`config.mk`:
```
export PLATFORM = sky130hd
export DESIGN_NAME = layer_compositor_flat
export DESIGN_NICKNAME = d
export VERILOG_FILES = /design/src/rtl/layer_compositor_if.sv /design/src/rtl/layer_compositor.sv /design/src/flat_wrapper.sv
export SDC_FILE = /design/constraint.sdc
export NUM_CORES = 1
export LEC_CHECK = 0
export ABC_AREA = 1
export CAP_MARGIN = 20
export CORE_MARGIN = 2
export CORE_UTILIZATION = 35
export CTS_CLUSTER_SIZE = 28
export DETAILED_ROUTE_END_ITERATION = 10
export PLACE_DENSITY = 0.68
export SYNTH_ARGS = -nofsm -noshare
export SYNTH_HDL_FRONTEND = slang
export SYNTH_SLANG_ARGS = --single-unit
export TNS_END_PERCENT = 20
```
`constraint.sdc`:
```
create_clock -name pixel_clk -period 5.4 [get_ports pixel_clk]
set_input_delay 1.62 -clock pixel_clk [delete_from_list [all_inputs] [get_ports pixel_clk]]
set_output_delay 1.62 -clock pixel_clk [all_outputs]
set_load 0.05 [all_outputs]
```
`src/rtl/layer_compositor_if.sv`:
```
// Pixel-side bus of the layer compositor: layer/background/overlay inputs and composited outputs.
interface layer_compositor_if #(
    parameter int unsigned N_LAYERS = 4,
    parameter int unsigned FADE_W   = 4
);
    localparam int unsigned WIN_W = (N_LAYERS > 1) ? $clog2(N_LAYERS) : 1;

    logic                     fsync;
    logic                     active;
    logic [24*N_LAYERS-1:0]   layer_pixel;
    logic [N_LAYERS-1:0]      layer_valid;
    logic [N_LAYERS-1:0]      layer_en_req;
    logic [23:0]              bg_pixel;
    logic [23:0]              overlay_pixel;
    logic                     overlay_req;
    logic [23:0]              pixel_out;
    logic                     active_out;
    logic [WIN_W-1:0]         win_layer;
    logic                     win_valid;
    logic [FADE_W:0]          alpha;
    logic                     fade_busy;

    modport master (
        output fsync, active, layer_pixel, layer_valid, layer_en_req,
               bg_pixel, overlay_pixel, overlay_req,
        input  pixel_out, active_out, win_layer, win_valid, alpha, fade_busy
    );

    modport slave (
        input  fsync, active, layer_pixel, layer_valid, layer_en_req,
               bg_pixel, overlay_pixel, overlay_req,
        output pixel_out, active_out, win_layer, win_valid, alpha, fade_busy
    );
endinterface

```
`src/rtl/layer_compositor.sv`:
```
// Fixed-priority sprite layer merge over a background, followed by a frame-stepped
// alpha fade towards a full-screen overlay. Two-cycle pipeline, pixel_clk domain.
module layer_compositor #(
    parameter int unsigned N_LAYERS  = 4,
    parameter int unsigned FADE_W    = 4,
    parameter int unsigned FADE_STEP = 1
) (
    input  logic               pixel_clk,
    input  logic               rst,
    layer_compositor_if.slave  bus
);
    localparam int unsigned WIN_W = (N_LAYERS > 1) ? $clog2(N_LAYERS) : 1;
    localparam int unsigned AW    = FADE_W + 1;
    localparam int unsigned MW    = 8 + FADE_W + 1;
    localparam int unsigned M     = 1 << FADE_W;

    typedef enum logic [1:0] {IDLE, FADE_IN, HOLD, FADE_OUT} fade_state_e;

    fade_state_e          state_q, state_d;
    logic [AW-1:0]        alpha_q, alpha_d;
    logic                 busy_q, busy_d;
    logic [N_LAYERS-1:0]  shadow_q, shadow_d;

    logic [23:0]          s1_base_q, s1_base_d;
    logic [23:0]          s1_ov_q, s1_ov_d;
    logic [WIN_W-1:0]     s1_win_q, s1_win_d;
    logic                 s1_wv_q, s1_wv_d;
    logic                 s1_act_q, s1_act_d;

    logic [23:0]          pix_q, pix_d;
    logic                 act_out_q, act_out_d;
    logic [WIN_W-1:0]     win_q, win_d;
    logic                 wv_q, wv_d;

    logic [AW-1:0]        alpha_up, alpha_dn;

    // Saturating alpha steps, computed wide so a STEP that does not divide M cannot wrap
    assign alpha_up = ((32'(alpha_q) + FADE_STEP) >= M) ? AW'(M)
                                                        : AW'(32'(alpha_q) + FADE_STEP);
    assign alpha_dn = (32'(alpha_q) <= FADE_STEP) ? '0 : AW'(32'(alpha_q) - FADE_STEP);

    function automatic logic [7:0] blend_byte(input logic [7:0] ov, input logic [7:0] base,
                                              input logic [AW-1:0] a);
        logic [MW-1:0] sum;
        sum = MW'(ov) * MW'(a) + MW'(base) * MW'(AW'(M) - a);
        return 8'(sum >> FADE_W);
    endfunction

    always_comb begin
        shadow_d = shadow_q;
        state_d  = state_q;
        alpha_d  = alpha_q;

        // Enables and fade only advance at frame start
        if (bus.fsync) begin
            shadow_d = bus.layer_en_req;
            case (state_q)
                IDLE: begin
                    if (bus.overlay_req) begin
                        state_d = FADE_IN;
                        alpha_d = alpha_up;
                    end
                end
                FADE_IN: begin
                    if (!bus.overlay_req) begin
                        state_d = FADE_OUT;
                        alpha_d = alpha_dn;
                    end else begin
                        alpha_d = alpha_up;
                        if (alpha_up == AW'(M)) state_d = HOLD;
                    end
                end
                HOLD: begin
                    if (!bus.overlay_req) begin
                        state_d = FADE_OUT;
                        alpha_d = alpha_dn;
                    end
                end
                FADE_OUT: begin
                    if (bus.overlay_req) begin
                        state_d = FADE_IN;
                        alpha_d = alpha_up;
                    end else begin
                        alpha_d = alpha_dn;
                        if (alpha_dn == '0) state_d = IDLE;
                    end
                end
                default: state_d = IDLE;
            endcase
        end
        busy_d = (state_d == FADE_IN) || (state_d == FADE_OUT);

        // Stage 1: lowest eligible index wins, scanned high-to-low so the last hit is the winner
        s1_base_d = bus.bg_pixel;
        s1_win_d  = '0;
        s1_wv_d   = 1'b0;
        for (int i = int'(N_LAYERS) - 1; i >= 0; i--) begin
            if (bus.layer_valid[i] && shadow_q[i]) begin
                s1_base_d = bus.layer_pixel[24*i +: 24];
                s1_win_d  = WIN_W'(i);
                s1_wv_d   = 1'b1;
            end
        end
        s1_ov_d  = bus.overlay_pixel;
        s1_act_d = bus.active;

        // Stage 2: per-byte overlay blend using the frame-constant registered alpha
        pix_d = '0;
        if (s1_act_q) begin
            for (int c = 0; c < 3; c++)
                pix_d[8*c +: 8] = blend_byte(s1_ov_q[8*c +: 8], s1_base_q[8*c +: 8], alpha_q);
        end
        act_out_d = s1_act_q;
        win_d     = s1_win_q;
        wv_d      = s1_wv_q;
    end

    always_ff @(posedge pixel_clk or posedge rst) begin
        if (rst) begin
            state_q   <= IDLE;
            alpha_q   <= '0;
            busy_q    <= 1'b0;
            shadow_q  <= '1;
            s1_base_q <= '0;
            s1_ov_q   <= '0;
            s1_win_q  <= '0;
            s1_wv_q   <= 1'b0;
            s1_act_q  <= 1'b0;
            pix_q     <= '0;
            act_out_q <= 1'b0;
            win_q     <= '0;
            wv_q      <= 1'b0;
        end else begin
            state_q   <= state_d;
            alpha_q   <= alpha_d;
            busy_q    <= busy_d;
            shadow_q  <= shadow_d;
            s1_base_q <= s1_base_d;
            s1_ov_q   <= s1_ov_d;
            s1_win_q  <= s1_win_d;
            s1_wv_q   <= s1_wv_d;
            s1_act_q  <= s1_act_d;
            pix_q     <= pix_d;
            act_out_q <= act_out_d;
            win_q     <= win_d;
            wv_q      <= wv_d;
        end
    end

    assign bus.pixel_out  = pix_q;
    assign bus.active_out = act_out_q;
    assign bus.win_layer  = win_q;
    assign bus.win_valid  = wv_q;
    assign bus.alpha      = alpha_q;
    assign bus.fade_busy  = busy_q;
endmodule

```
`src/flat_wrapper.sv`:
```
// flat-port wrapper written by rule: the top's interface ports become plain ports
module layer_compositor_flat 
#(
    parameter int unsigned N_LAYERS  = 4,
    parameter int unsigned FADE_W    = 4,
    parameter int unsigned FADE_STEP = 1
)
  (pixel_clk, rst, bus_fsync, bus_active, bus_layer_pixel, bus_layer_valid, bus_layer_en_req, bus_bg_pixel, bus_overlay_pixel, bus_overlay_req, bus_pixel_out, bus_active_out, bus_win_layer, bus_win_valid, bus_alpha, bus_fade_busy);
  layer_compositor_if #(.N_LAYERS(N_LAYERS), .FADE_W(FADE_W)) bus_i ();
  input  logic pixel_clk;
  input  logic rst;
  input wire logic [$bits(bus_i.fsync)-1:0] bus_fsync;
  input wire logic [$bits(bus_i.active)-1:0] bus_active;
  input wire logic [$bits(bus_i.layer_pixel)-1:0] bus_layer_pixel;
  input wire logic [$bits(bus_i.layer_valid)-1:0] bus_layer_valid;
  input wire logic [$bits(bus_i.layer_en_req)-1:0] bus_layer_en_req;
  input wire logic [$bits(bus_i.bg_pixel)-1:0] bus_bg_pixel;
  input wire logic [$bits(bus_i.overlay_pixel)-1:0] bus_overlay_pixel;
  input wire logic [$bits(bus_i.overlay_req)-1:0] bus_overlay_req;
  output wire logic [$bits(bus_i.pixel_out)-1:0] bus_pixel_out;
  output wire logic [$bits(bus_i.active_out)-1:0] bus_active_out;
  output wire logic [$bits(bus_i.win_layer)-1:0] bus_win_layer;
  output wire logic [$bits(bus_i.win_valid)-1:0] bus_win_valid;
  output wire logic [$bits(bus_i.alpha)-1:0] bus_alpha;
  output wire logic [$bits(bus_i.fade_busy)-1:0] bus_fade_busy;
  assign bus_i.fsync = bus_fsync;
  assign bus_i.active = bus_active;
  assign bus_i.layer_pixel = bus_layer_pixel;
  assign bus_i.layer_valid = bus_layer_valid;
  assign bus_i.layer_en_req = bus_layer_en_req;
  assign bus_i.bg_pixel = bus_bg_pixel;
  assign bus_i.overlay_pixel = bus_overlay_pixel;
  assign bus_i.overlay_req = bus_overlay_req;
  assign bus_pixel_out = bus_i.pixel_out;
  assign bus_active_out = bus_i.active_out;
  assign bus_win_layer = bus_i.win_layer;
  assign bus_win_valid = bus_i.win_valid;
  assign bus_alpha = bus_i.alpha;
  assign bus_fade_busy = bus_i.fade_busy;
  layer_compositor #(.N_LAYERS(N_LAYERS), .FADE_W(FADE_W), .FADE_STEP(FADE_STEP)) u_core (.pixel_clk(pixel_clk), .rst(rst), .bus(bus_i));
endmodule
```
==> flow_metrics.py <==
metrics = {
    "floorplan": {
        "die_area_um2": 39740,
        "start_util": 0.3546,
        "pin_count": 191,
        "row_count": 71,
        "core_area_um2": 37670,
        "die_y_um": 199.4,
        "die_w_um": 199.4,
    },
    "synthesis": {
        "syn-cell-area_um2": 13360,
        "ys_types": 44,
        "ys_seq_area_frac": 0.1727,
        "yosysWarnings": 0,
        "synth.avg_cell_area_um2": 7.738,
        "ys_seq_elements": 92,
        "synthCells": 1726,
        "synth_fp_nets": 2190,
    },
    "drt": {
        "drc_errors": 0,
        "post_drt_via_cell_ratio": 4.644,
        "route.antenna.remaining_nets": 0,
        "dr.first_iter.drc_count": 652,
        "routed_wl_um": 35840,
        "num_vias": 11247,
        "wl_per_cell_um": 14.80,
        "drtPass1Iterations": 6,
    },
    "finish": {
        "final_nets": 2370,
        "antenna_cells": 0,
        "area_growth_pct": 22.29,
        "final_cell_mix": "inv_1 (485), nand2_1 (399), fa_1 (203), clkdlybuf4s50_1 (190), ha_1 (100)",
        "drive_gt1_frac": 0.04657,
        "layout_commonest_cell": "inv_1",
    },
    "critical_path": {
        "cp.required_ns": 5.65,
        "cp-endpoint": "u_core.bus.pixel_out[7]$_DFF_PP0_",
        "r2r-end": "u_core.bus.pixel_out[7]$_DFF_PP0_",
        "crit_path_end_kind": "flop",
        "start_kind": "flop",
        "rr_worst_depth": 21,
        "r2r_slack_ns": 0.23,
        "rr_startpoint": "u_core.bus.alpha[2]$_DFFE_PP0P_",
        "crit_type": "flop to flop",
        "startpoint": "u_core.bus.alpha[2]$_DFFE_PP0P_",
        "crit_fanout": 8,
        "cp.arrival_ns": 5.42,
    },
    "cts": {
        "postCtsHoldBufs": 0,
        "clk_latency_ns": 0.36,
        "clockBufferDepth": 2,
        "h-tree-depth": 3,
        "numCtsBuffers": 9,
        "cts_sinks": 92,
        "cts_tree": "done",
        "cts-root-buf": "clkbuf_16",
        "cts.clk_slew.worst_paths_ns": 0.07,
    },
    "grt": {
        "grt_pass1_vias": 11931,
        "grt_use_total": 0.1932,
        "grt_max_degree": 71,
        "antenna_found_initial": 0,
        "grt_first_pass_wirelength_um": 59780,
        "grt_overflow": 0,
    },
    "sta": {
        "rsz0062_at_grt": "true",
        "final.min_clock_period_ns": 5.168,
        "hold_viol": 0,
        "tns_ns": 0,
        "hold_ws_ns": 0.3546,
        "setup_viol": 0,
        "timing.fmax_mhz": 193.5,
        "skew_ns": 0.008156,
        "slew_headroom": 0.4091,
        "maxSlewViolCount": 0,
        "tightest_slew_ns": 0.8864,
        "fin_crit_sh": 0.9570,
    },
    "hold_path": {
        "worstHoldPathType": "flop to flop",
    },
    "job": {
        "drv_cap": 0,
    },
    "place": {
        "io_buffers": 190,
        "hpwl_um": 29830,
        "gp_congestion": 0.8830,
    },
    "outcome": {
        "status": "completed",
    },
}
==> metrics by stage <==
| stage | worst slack [ns] | utilization | std cells | instance area [µm²] |
|---|---|---|---|---|
| after floorplan | -0.03431 | - | 1726 | 13390 |
| after global routing | -0.05645 | 0.4337 | 2422 | 16330 |
| after global placement | 0.2064 | 0.4225 | 2402 | 15920 |
| after detailed placement | 0.04758 | 0.4225 | 2402 | 15920 |
| final | 0.2321 | 0.4337 | 2422 | 16330 |
| after CTS | 0.01758 | 0.4311 | 2418 | 16240 |
==> synth_stat cells, drive strengths merged <==
master | count | area, µm²
a211o | 1 | 8.760
a211oi | 2 | 15.01
a21boi | 2 | 18.77
a21o | 4 | 30.03
a21oi | 31 | 155.2
a22oi | 1 | 7.510
a31o | 1 | 8.760
a31oi | 6 | 37.54
and2 | 1 | 6.260
and3 | 1 | 6.260
buf | 12 | 77.57
clkbuf | 42 | 157.7
clkinv | 1 | 3.750
dfrtp | 88 | 2202
dfstp | 4 | 105.1
fa | 204 | 4084
ha | 103 | 1289
inv | 492 | 1847
nand2 | 404 | 1531
nand3 | 81 | 410.4
nand3b | 4 | 30.03
nand4 | 50 | 312.8
nor2 | 106 | 419.2
nor3 | 5 | 25.02
o211ai | 26 | 200.2
o21a | 2 | 15.01
o21ai | 28 | 140.1
o21bai | 2 | 15.01
o22ai | 1 | 6.260
xnor2 | 12 | 112.6
xor2 | 9 | 78.83
==> critical path: stages, from the launching register on <==
cell and delay, ns:
dfrtp_2 0.46, nor2_8 0.07, nand2_2 0.10, nand2_1 0.08
inv_1 0.27, nand2_1 0.21, fa_1 0.61, fa_1 0.51
inv_1 0.05, fa_1 0.47, fa_1 0.49, inv_1 0.06
fa_1 0.49, inv_1 0.05, ha_1 0.34, nand2_1 0.12
nor2_1 0.05, and3_1 0.18, nor3_2 0.22, nand3_1 0.11
nand2_1 0.07, nor2_1 0.05
==> registers in the layout, indices dropped and copies added (netlist names), 2 cells and up <==
name,cells
u_core.bus.pixel_out,24
u_core.s1_base_q,24
u_core.s1_ov_q,24
u_core.bus.alpha,5
u_core.shadow_q,4
u_core.bus.win_layer,2
u_core.s1_win_q,2
u_core.state_q,2
==> metal layers <==
layer	global-route usage	wire [µm]	up-vias
met5	0	0	-
met1	0.2415	14820	5327
met3	0.03392	2572	50
met4	0.05844	868	0
li1	-	-	5449
met2	0.3402	17580	421
==> what timing repair did <==
action	4_1_cts	5_1_grt
setup endpoints to repair	0	13
buffers inserted	0	4
gates resized for setup	0	18
==> worst min path at each step <==
stage / start / endpoint / slack [ns] / depth (start not counted)
after global routing: u_core.s1_wv_q$_DFF_PP0_ / u_core.bus.win_valid$_DFF_PP0_ / 0.36 / 0
after floorplan: u_core.s1_win_q[0]$_DFF_PP0_ / u_core.bus.win_layer[0]$_DFF_PP0_ / 0.33 / 0
after detailed placement: u_core.s1_wv_q$_DFF_PP0_ / u_core.bus.win_valid$_DFF_PP0_ / 0.34 / 0
after CTS: u_core.s1_wv_q$_DFF_PP0_ / u_core.bus.win_valid$_DFF_PP0_ / 0.36 / 0
final: u_core.s1_wv_q$_DFF_PP0_ / u_core.bus.win_valid$_DFF_PP0_ / 0.35 / 0
after global placement: u_core.s1_win_q[0]$_DFF_PP0_ / u_core.bus.win_layer[0]$_DFF_PP0_ / 0.34 / 0
==> logic make-up (layout without fill, tap and decap cells) <==
group                      Yosys count  after routing  share of synthesized area
and+or+nand+nor                    652            652                     0.2052
buffers and inverters              547            732                     0.1562
adders and majority gates          307            307                     0.4022
DFF                                 92             92                     0.1727
xor gates and xnor gates            21             21                    0.01433
AOI/OAI and AO/OA                  107            107                    0.04927
==> layout make-up <==
| cell class | count | area, µm² |
|---|---|---|
| multi-input cells | 1087 | 9051 |
| clock buffers | 10 | 229.0 |
| flip-flops and latches | 92 | 2311 |
| clock inverters | 6 | 95.09 |
| inverters | 493 | 1859 |
| well taps | 511 | 639.4 |
| fillers | 3781 | 21330 |
| repair buffers | 223 | 2150 |
Power is left out: the tool's default activity adds up to more than one toggle a clock period on the data nets, which glitch-free logic cannot reach.
